`src/rtl/pet2001ps2_kbd.sv`:
```
// PS/2 keyboard front end for the PET core.
// Receives PS/2 scancodes, keeps a 10x8 PET key matrix and drives the active-low
// keyin bus for the row selected on keyrow.
// Optional feature: define PS2_KBD_EXT_EN to map the extended cursor keys
// (E0 72/74/75/6B) onto the PET cursor keys with virtual shift.
module pet2001ps2_kbd #(
  parameter int unsigned FILTER_LEN = 8,
  parameter int unsigned TIMEOUT    = 50000
) (
  input  logic       clk,
  input  logic       reset,
  input  logic       ps2_clk,
  input  logic       ps2_data,
  input  logic [3:0] keyrow,
  output logic [7:0] keyin,
  output logic       ps2_err
);

  localparam int unsigned FiltW = $clog2(FILTER_LEN + 1);
  localparam int unsigned ToW   = $clog2(TIMEOUT + 1);

  typedef enum logic [1:0] {StIdle, StBrk, StExt, StExtBrk} state_e;

  logic             clk_s1_q, clk_s2_q, dat_s1_q, dat_s2_q;
  logic             filt_q, filt_prev_q;
  logic [FiltW-1:0] filt_cnt_q;
  logic             fall;

  logic [3:0]       bit_cnt_q;
  logic [7:0]       sr_q;
  logic             parity_q;
  logic [ToW-1:0]   to_cnt_q;
  logic             byte_valid_q;
  logic [7:0]       byte_q;
  logic             err_q;

  state_e           state_q, state_d;
  logic [9:0][7:0]  matrix_q, matrix_d;
  logic             vs_up_q, vs_up_d, vs_left_q, vs_left_d;
  logic [7:0]       map_ent;
  logic [7:0]       vshift_mask;

  // Scancode set 2 -> {valid, row, col}; layout follows the PET graphics keyboard.
  function automatic logic [7:0] map_rom(input logic [6:0] code);
    logic [7:0] m;
    m = 8'h00;
    case (code)
      7'h1C: m = {1'b1, 4'd4, 3'd0};  // A
      7'h23: m = {1'b1, 4'd4, 3'd1};  // D
      7'h34: m = {1'b1, 4'd4, 3'd2};  // G
      7'h3B: m = {1'b1, 4'd4, 3'd3};  // J
      7'h4B: m = {1'b1, 4'd4, 3'd4};  // L
      7'h25: m = {1'b1, 4'd4, 3'd6};  // 4
      7'h36: m = {1'b1, 4'd4, 3'd7};  // 6
      7'h1B: m = {1'b1, 4'd5, 3'd0};  // S
      7'h2B: m = {1'b1, 4'd5, 3'd1};  // F
      7'h33: m = {1'b1, 4'd5, 3'd2};  // H
      7'h42: m = {1'b1, 4'd5, 3'd3};  // K
      7'h2E: m = {1'b1, 4'd5, 3'd6};  // 5
      7'h15: m = {1'b1, 4'd2, 3'd0};  // Q
      7'h24: m = {1'b1, 4'd2, 3'd1};  // E
      7'h2C: m = {1'b1, 4'd2, 3'd2};  // T
      7'h3C: m = {1'b1, 4'd2, 3'd3};  // U
      7'h44: m = {1'b1, 4'd2, 3'd4};  // O
      7'h3D: m = {1'b1, 4'd2, 3'd6};  // 7
      7'h46: m = {1'b1, 4'd2, 3'd7};  // 9
      7'h1D: m = {1'b1, 4'd3, 3'd0};  // W
      7'h2D: m = {1'b1, 4'd3, 3'd1};  // R
      7'h35: m = {1'b1, 4'd3, 3'd2};  // Y
      7'h43: m = {1'b1, 4'd3, 3'd3};  // I
      7'h4D: m = {1'b1, 4'd3, 3'd4};  // P
      7'h3E: m = {1'b1, 4'd3, 3'd6};  // 8
      7'h4A: m = {1'b1, 4'd3, 3'd7};  // /
      7'h1A: m = {1'b1, 4'd6, 3'd0};  // Z
      7'h21: m = {1'b1, 4'd6, 3'd1};  // C
      7'h32: m = {1'b1, 4'd6, 3'd2};  // B
      7'h3A: m = {1'b1, 4'd6, 3'd3};  // M
      7'h4C: m = {1'b1, 4'd6, 3'd4};  // ;
      7'h5A: m = {1'b1, 4'd6, 3'd5};  // enter
      7'h16: m = {1'b1, 4'd6, 3'd6};  // 1
      7'h26: m = {1'b1, 4'd6, 3'd7};  // 3
      7'h22: m = {1'b1, 4'd7, 3'd0};  // X
      7'h2A: m = {1'b1, 4'd7, 3'd1};  // V
      7'h31: m = {1'b1, 4'd7, 3'd2};  // N
      7'h41: m = {1'b1, 4'd7, 3'd3};  // ,
      7'h1E: m = {1'b1, 4'd7, 3'd6};  // 2
      7'h12: m = {1'b1, 4'd8, 3'd0};  // left shift
      7'h5B: m = {1'b1, 4'd8, 3'd2};  // ]
      7'h59: m = {1'b1, 4'd8, 3'd5};  // right shift
      7'h45: m = {1'b1, 4'd8, 3'd6};  // 0
      7'h4E: m = {1'b1, 4'd8, 3'd7};  // -
      7'h0D: m = {1'b1, 4'd9, 3'd0};  // tab -> RVS
      7'h54: m = {1'b1, 4'd9, 3'd1};  // [
      7'h29: m = {1'b1, 4'd9, 3'd2};  // space
      7'h76: m = {1'b1, 4'd9, 3'd4};  // esc -> STOP
      7'h49: m = {1'b1, 4'd9, 3'd6};  // .
      7'h55: m = {1'b1, 4'd9, 3'd7};  // =
      default: m = 8'h00;
    endcase
    return m;
  endfunction

  // Two-flop synchronizers, preset high (idle bus level).
  always_ff @(posedge clk) begin
    if (reset) begin
      clk_s1_q <= 1'b1;
      clk_s2_q <= 1'b1;
      dat_s1_q <= 1'b1;
      dat_s2_q <= 1'b1;
    end else begin
      clk_s1_q <= ps2_clk;
      clk_s2_q <= clk_s1_q;
      dat_s1_q <= ps2_data;
      dat_s2_q <= dat_s1_q;
    end
  end

  // Glitch filter: the filtered clock follows only after FILTER_LEN differing samples in a row.
  always_ff @(posedge clk) begin
    if (reset) begin
      filt_q      <= 1'b1;
      filt_prev_q <= 1'b1;
      filt_cnt_q  <= '0;
    end else begin
      filt_prev_q <= filt_q;
      if (clk_s2_q == filt_q) begin
        filt_cnt_q <= '0;
      end else if (filt_cnt_q == FiltW'(FILTER_LEN - 1)) begin
        filt_q     <= clk_s2_q;
        filt_cnt_q <= '0;
      end else begin
        filt_cnt_q <= filt_cnt_q + 1'b1;
      end
    end
  end

  assign fall = filt_prev_q & ~filt_q;

  // Frame receiver with start/parity/stop checking and inter-edge timeout.
  always_ff @(posedge clk) begin
    if (reset) begin
      bit_cnt_q    <= '0;
      sr_q         <= '0;
      parity_q     <= 1'b0;
      to_cnt_q     <= '0;
      byte_valid_q <= 1'b0;
      byte_q       <= '0;
      err_q        <= 1'b0;
    end else begin
      byte_valid_q <= 1'b0;
      err_q        <= 1'b0;
      if (fall) begin
        to_cnt_q <= '0;
        if (bit_cnt_q == 4'd0) begin
          if (dat_s2_q) err_q <= 1'b1;
          else          bit_cnt_q <= 4'd1;
        end else if (bit_cnt_q <= 4'd8) begin
          sr_q      <= {dat_s2_q, sr_q[7:1]};
          bit_cnt_q <= bit_cnt_q + 4'd1;
        end else if (bit_cnt_q == 4'd9) begin
          parity_q  <= dat_s2_q;
          bit_cnt_q <= 4'd10;
        end else begin
          bit_cnt_q <= 4'd0;
          if (dat_s2_q && (^{sr_q, parity_q})) begin
            byte_valid_q <= 1'b1;
            byte_q       <= sr_q;
          end else begin
            err_q <= 1'b1;
          end
        end
      end else if (bit_cnt_q != 4'd0) begin
        if (to_cnt_q == ToW'(TIMEOUT - 1)) begin
          bit_cnt_q <= 4'd0;
          to_cnt_q  <= '0;
          err_q     <= 1'b1;
        end else begin
          to_cnt_q <= to_cnt_q + 1'b1;
        end
      end else begin
        to_cnt_q <= '0;
      end
    end
  end

  assign ps2_err = err_q;
  assign map_ent = map_rom(byte_q[6:0]);

  // Decoder next state: prefix tracking plus matrix and virtual-shift updates.
  always_comb begin
    state_d   = state_q;
    matrix_d  = matrix_q;
    vs_up_d   = vs_up_q;
    vs_left_d = vs_left_q;
    if (byte_valid_q) begin
      state_d = StIdle;
      if (byte_q == 8'h00 || byte_q == 8'hFF) begin
        matrix_d  = '0;
        vs_up_d   = 1'b0;
        vs_left_d = 1'b0;
      end else if (byte_q == 8'hE0) begin
        state_d = StExt;
      end else if (byte_q == 8'hF0) begin
        state_d = (state_q == StExt || state_q == StExtBrk) ? StExtBrk : StBrk;
      end else if (!byte_q[7]) begin
        // Remaining codes >= 0x80 (AA, FA, EE, FE, ...) fall through as ignored.
        unique case (state_q)
          StIdle, StBrk: begin
            if (map_ent[7] && map_ent[6:3] < 4'd10) begin
              matrix_d[map_ent[6:3]][map_ent[2:0]] = (state_q == StIdle);
            end
          end
          StExt, StExtBrk: begin
`ifdef PS2_KBD_EXT_EN
            case (byte_q[6:0])
              7'h72: matrix_d[1][7] = (state_q == StExt);
              7'h74: matrix_d[0][7] = (state_q == StExt);
              7'h75: begin
                matrix_d[1][7] = (state_q == StExt);
                vs_up_d        = (state_q == StExt);
              end
              7'h6B: begin
                matrix_d[0][7] = (state_q == StExt);
                vs_left_d      = (state_q == StExt);
              end
              default: ;
            endcase
`else
            // Extended codes are consumed but never touch the matrix.
`endif
          end
          default: ;
        endcase
      end
    end
  end

  // Decoder state, matrix and virtual-shift registers.
  always_ff @(posedge clk) begin
    if (reset) begin
      state_q   <= StIdle;
      matrix_q  <= '0;
      vs_up_q   <= 1'b0;
      vs_left_q <= 1'b0;
    end else begin
      state_q   <= state_d;
      matrix_q  <= matrix_d;
      vs_up_q   <= vs_up_d;
      vs_left_q <= vs_left_d;
    end
  end

  assign vshift_mask = {2'b00, (keyrow == 4'd8) && (vs_up_q || vs_left_q), 5'b00000};

  // Row readout: active-low columns, rows 10-15 read as all released.
  always_comb begin
    keyin = 8'hFF;
    for (int r = 0; r < 10; r++) begin
      if (keyrow == 4'(r)) keyin = ~(matrix_q[r] | vshift_mask);
    end
  end

endmodule

```
`config.mk`:
```
export PLATFORM = sky130hd
export DESIGN_NAME = pet2001ps2_kbd
export DESIGN_NICKNAME = d
export VERILOG_FILES = /design/src/rtl/pet2001ps2_kbd.sv
export SDC_FILE = /design/constraint.sdc
export NUM_CORES = 1
export LEC_CHECK = 0
export ABC_AREA = 1
export BUFFER_PORTS_ARGS = -buffer_cell sky130_fd_sc_hd__buf_2
export CAP_MARGIN = 5
export CORE_AREA = 2 2 138 113
export DETAILED_ROUTE_END_ITERATION = 10
export DIE_AREA = 0 0 140 115
export PLACE_DENSITY = 0.79
export SYNTH_ARGS = -nofsm -noshare
export SYNTH_HDL_FRONTEND = slang
export SYNTH_SLANG_ARGS = --single-unit
export TNS_END_PERCENT = 50
```
`constraint.sdc`:
```
create_clock -name clk -period 4.5 [get_ports clk]
set_input_delay 0.9 -clock clk [delete_from_list [all_inputs] [get_ports clk]]
set_output_delay 0.9 -clock clk [all_outputs]
set_load 0.005 [all_outputs]
```
### After elaboration in Yosys (flattened, before gate mapping)

Memories as Yosys holds them, arrays and structs flattened. A register that Yosys moved wholly into a read port is not among the register bits.
Cells that the tools add are included.

| storage, ports and cells | value |
|---|---|
| register bits | 131 |
| bits in read-only memories | 1024 |
| input bits | 8 |
| output and inout bits | 9 |
| memories | 1 |

| cells by class | value |
|---|---|
| add/sub/neg operators | 3 |
| magnitude comparators | 6 |
| eq/ne operators | 23 |
| multiplexer cells | 43 |
| bitwise gates (word level) | 18 |
| reduce and logical (&&, ||, !) cells | 26 |

Memories:

| name | words | width | rd ports | clocked after Yosys merged registers in | wr ports | line | text |
|---|---|---|---|---|---|---|---|
| (name not given) | 128 | 8 | 1 | 1 | 0 | 47 | `case (code)` |

Operators with widths:

| kind | count |
|---|---|
| 80-bit two-way mux | 6 |
| 8-bit two-way mux | 11 |
| 80-bit bitwise mux | 1 |
| 8-bit NOT | 10 |
| 8-bit demux with 4-bit select | 1 |
| 4-bit two-way mux | 7 |
| 8-bit == test (second input constant) | 3 |
| 4-bit by 3-bit == test with 1-bit output (second input constant) | 5 |
| 16-bit by 1-bit adder with 16-bit output (second input constant) | 1 |
| 16-bit == test (second input constant) | 1 |
| 7-bit two-way mux | 2 |
| 4-bit == test (second input constant) | 3 |
| 1-bit two-way mux | 10 |
| 9-bit XOR reduction | 1 |
| 4-bit by 1-bit adder with 4-bit output (second input constant) | 2 |
| 4-bit by 2-bit == test with 1-bit output (second input constant) | 2 |
| 4-bit logical NOT | 2 |
| 8-bit logical NOT | 1 |
| 2-bit two-way mux | 4 |
| 2-bit nonzero test | 4 |
| 1-bit NOT | 7 |
| 3-bit AND reduction | 2 |
| 6-bit AND reduction | 1 |
| 4-bit by 5-bit less-than comparator with 1-bit output (second input constant) | 1 |
| 25 further kinds | 31 |

### Depth between registers and ports, before layout

| depth | value |
|---|---|
| depth in word-level cells | 13 |
| gate-level depth with buffers | 24 |
| gate-level depth less buffers | 23 |

### Least setup slack after synthesis

No wires, ideal clock.

| timing path | value |
|---|---|
| path kind | input -> output |
| from | input keyrow[1] |
| to | output keyin[3] |
| data arrival time | 2.060 ns |
| data required time | 3.600 ns |
| setup slack | 1.540 ns |
| stages on the path | 12 |
| cells stage by stage | inv_1 -> nor2_1 -> nand2_1 -> clkbuf_1 -> o221ai_1 -> o21ai_0 -> o21ai_0 -> a21oi_1 -> o21ai_0 -> nor2_1 -> o21ai_0 -> o22ai_1 |

| on the way | value |
|---|---|
| longest elaborated chain between the ends | 11 |

Ends and longest elaborated chain:

| element | line | text |
|---|---|---|
| from (decl) | 14 | `input logic [3:0] keyrow,` |
| 4-bit logical NOT | 259 | `if (keyrow == 4'(r)) keyin = ~(matrix_q[r] \| vshift_mask);` |
| 8-bit two-way mux (9 in series) | 259 |  |
| 8-bit two-way mux * | 259 |  |
| to (decl) | 15 | `output logic [7:0] keyin,` |

Every way passes the cells marked *; elsewhere a longest branch is shown, timed or not.

### Worst setup path after layout

| timing path | value |
|---|---|
| from | input keyrow[3] |
| to | output keyin[1] |

The elaborated chain is that of the path after synthesis.

==> qor.yml <==
synth_cell_types: 51
core_area_um2: 14760
swShare_pct: 23.06
io_pins: 17
relSlewSlack_pct: 44.15
p_leak_nw: 3.022
netlist_area_um2: 7717
path_class: "in -> out"
grt_pass1_wl_mm: 31.83
hold_depth: 1
cp_max_fo: 13
crit_required_ns: 3.60
postCtsHoldBufs: 0
rsz0062_at_grt: "false"
setup_viol: 0
hpwl_mm: 13.00
worst_pin_slew_ns: 0.8369
drc: 0
viasPerCell: 5.478
p_clk_share_pct: 50.3
synthCells: 1192
grt_overflow_total: 0
cp_common_cell: "o21ai_0"
clock_skew_ns: 0.008317
r2r_end: "map_ent[5]$_DFF_P_"
cp_slowest_cell: "o21ai_0"
p_seq_share_pct: 47.2
fmax_mhz: 279.6
finalMaxSlewViolations: 0
p_comb_share_pct: 2.6
cts_tree: "built"
ir_drop_mv: 0.2858
grt_antenna_before_repair: 0
critPathLaunchType: "input pin"
r2r_slack_ns: 1.22
cts_resized: 0
worst-path-buf-inv: 2
cp.arrival_ns: 2.68
ff2ff_path_depth: 16
clock_latency_ns: 0.43
cts_buffers: 17
power_density_nw_per_um2: 310.7
power.net_switching_mw: 0.6032
async_reset_ff_share_pct: 0
syn_area_per_cell_um2: 6.474
final_nets: 1205
via_count: 7598
synth_seq_cells: 139
p_int_mw: 2.012
die_y_um: 115
fin_crit_sh_pct: 79.49
htreeDepth: 4
routedWlPerCell_um: 13.68
yosysSeqAreaShare_pct: 36.06
ctsRootBufferMaster: "clkbuf_16"
routed_wl_mm: 18.98
max_stage_delay_ns: 0.29
initial_core_util_pct: 52.27
synth_top_area_share_pct: 36.06
yosys-top-cells-area: "dfxtp_1 36%, nand2_1 12%, o21ai_0 8.6%"
rr_startpoint: "bit_cnt_q[0]$_SDFFE_PP0P_"
grtUsageTotal_pct: 24.37
hold_class: "reg -> reg"
ant_nets: 0
area_growth_pct: 9.063
path_delay_family: "compound AO/OA/AOI/OAI gates"
fin_setup_tns_ns: 0
num_rows: 40
clkTransAtPathRegs_ns: 0.06
status: "completed"
hold_ws_ns: 0.4086
io_buffers: 16
cap_violations: 0
synth_edf_count: 0
min_from: "clk_s1_q$_SDFF_PP1_"
cts_buffer_depth: 2
die_w_um: 140
fin_crit_ns: 3.577
min_to: "clk_s2_q$_SDFF_PP1_"
antenna_cells: 0
cts_setup_buffers: 0
yosysWarnings: 0
clock-sinks: 139
finalHoldViolations: 0
dr.pass1.iters: 6
grt_pass1_vias: 6588
dieArea_um2: 16100
end_kind: "output pin"
synthesis.nets: 1212
drt_iter0_markers: 853
gp_congestion: 0.9182
yosysTopAreaCell: "dfxtp_1"
drive_above_1_share_pct: 8.598
crit_chain: "buf_2 > nor2_1 > nand2_1 > o21ai_0 > o21ai_0 > a21oi_1 > o21ai_0 > nor2_1 > o21ai_0 > o22ai_1 > buf_2"
synth_ff_type: "dfxtp_1"
grt_max_degree: 82
## synth_stat cells (all sizes together), types with 12 or more instances
cell type and instances:
ha 12, buf 12, nor2 162, inv 161, nand3 61, dfxtp 139, nand2 263, a21oi 119
clkbuf 34, o21ai 136, nor3 14, o211ai 14
## power groups by stage
stage | sequential, mW | combinational [mW] | clock [mW]
after floorplan | 1.26 | 0.0480 | 0
after global placement | 1.26 | 0.0640 | 0
after detailed placement | 1.26 | 0.0657 | 0
after CTS | 1.23 | 0.0660 | 1.33
after global routing | 1.23 | 0.0754 | 1.39
final | 1.23 | 0.0667 | 1.31
## area by class of cell
| class | instances | area, µm² |
|---|---|---|
| clock buffer | 18 | 429.2 |
| tap | 189 | 236.5 |
| multi-input combinational | 844 | 4116 |
| sequential | 139 | 2783 |
| clock inverter | 14 | 126.4 |
| fill | 1351 | 6347 |
| inverter | 163 | 615.6 |
| timing repair buffer | 20 | 110.1 |
## flip-flops by register name, indices dropped and copies added, names as in the netlist, 2 cells and up
| name | cells |
|---|---|
| bit_cnt_q | 4 |
| byte_q | 8 |
| filt_cnt_q | 4 |
| map_ent | 8 |
| matrix_q | 80 |
| sr_q | 8 |
| state_q | 2 |
| to_cnt_q | 16 |
## per-layer routing
layer | vias to the layer above | routed length (µm) | global-route usage, %
met5 | - | 0 | 0
met4 | 0 | 371 | 7.879
met3 | 47 | 1782 | 6.081
met2 | 321 | 7663 | 35.11
met1 | 3345 | 9162 | 35.75
li1 | 3885 | - | -
## metrics by stage
| stage | instance area [µm²] | setup WS, ns | util, % | cells | power, mW |
|---|---|---|---|---|---|
| 6_report | 8417 | 0.9230 | 57.01 | 1387 | 2.615 |
| 5_1_grt | 8417 | 0.7813 | 57.01 | 1387 | 2.696 |
| 4_1_cts | 8417 | 0.9937 | 57.01 | 1387 | 2.630 |
| 3_5_place_dp | 7861 | 1.006 | 53.25 | 1355 | 1.327 |
| 3_3_place_gp | 7861 | 1.100 | 53.25 | 1355 | 1.325 |
| 2_1_floorplan | 7717 | 1.540 | - | 1192 | 1.308 |
## cells by family (layout without fill, tap and decap cells)
kind of cell	Yosys count	in the layout	synth area share [%]
compound gates	303	303	21.51
xor+xnor	4	4	0.4540
fa+ha+maj	12	12	1.945
buf+inv	209	215	10.80
flops	139	139	36.06
simple gates	525	525	29.23
## layout by cell type (no fill, tap or decap), drive strengths merged
cell,instances
o31ai,1
ha,12
nand2,263
xnor2,1
a211oi,2
nand4,11
o221ai,8
or2,5
clkbuf,18
o32ai,1
nor3b,2
nor4,5
buf,20
clkinv,13
nand3,61
and3,1
o21ai,136
inv,161
xor2,3
clkinvlp,2
a21oi,119
nor2,162
nor3,14
o2111ai,3
a32oi,1
o211ai,14
dfxtp,139
a221oi,2
and2,1
o211a,1
o21a,1
bufinv,1
a311oi,1
o22ai,10
a211o,1
a31oi,2
## how the worst max path moves through the flow
| stage | startpoint | to | slack (ns) | cells after the start |
|---|---|---|---|---|
| floorplan | keyrow[1] | keyin[3] | 1.54 | 12 |
| global placement | keyrow[1] | keyin[6] | 1.10 | 11 |
| detailed placement | keyrow[3] | keyin[1] | 1.01 | 11 |
| CTS | keyrow[3] | keyin[1] | 0.99 | 11 |
| global route | keyrow[3] | keyin[1] | 0.78 | 11 |
| finish | keyrow[3] | keyin[1] | 0.92 | 11 |
Power figures use the tool's default switching activity.
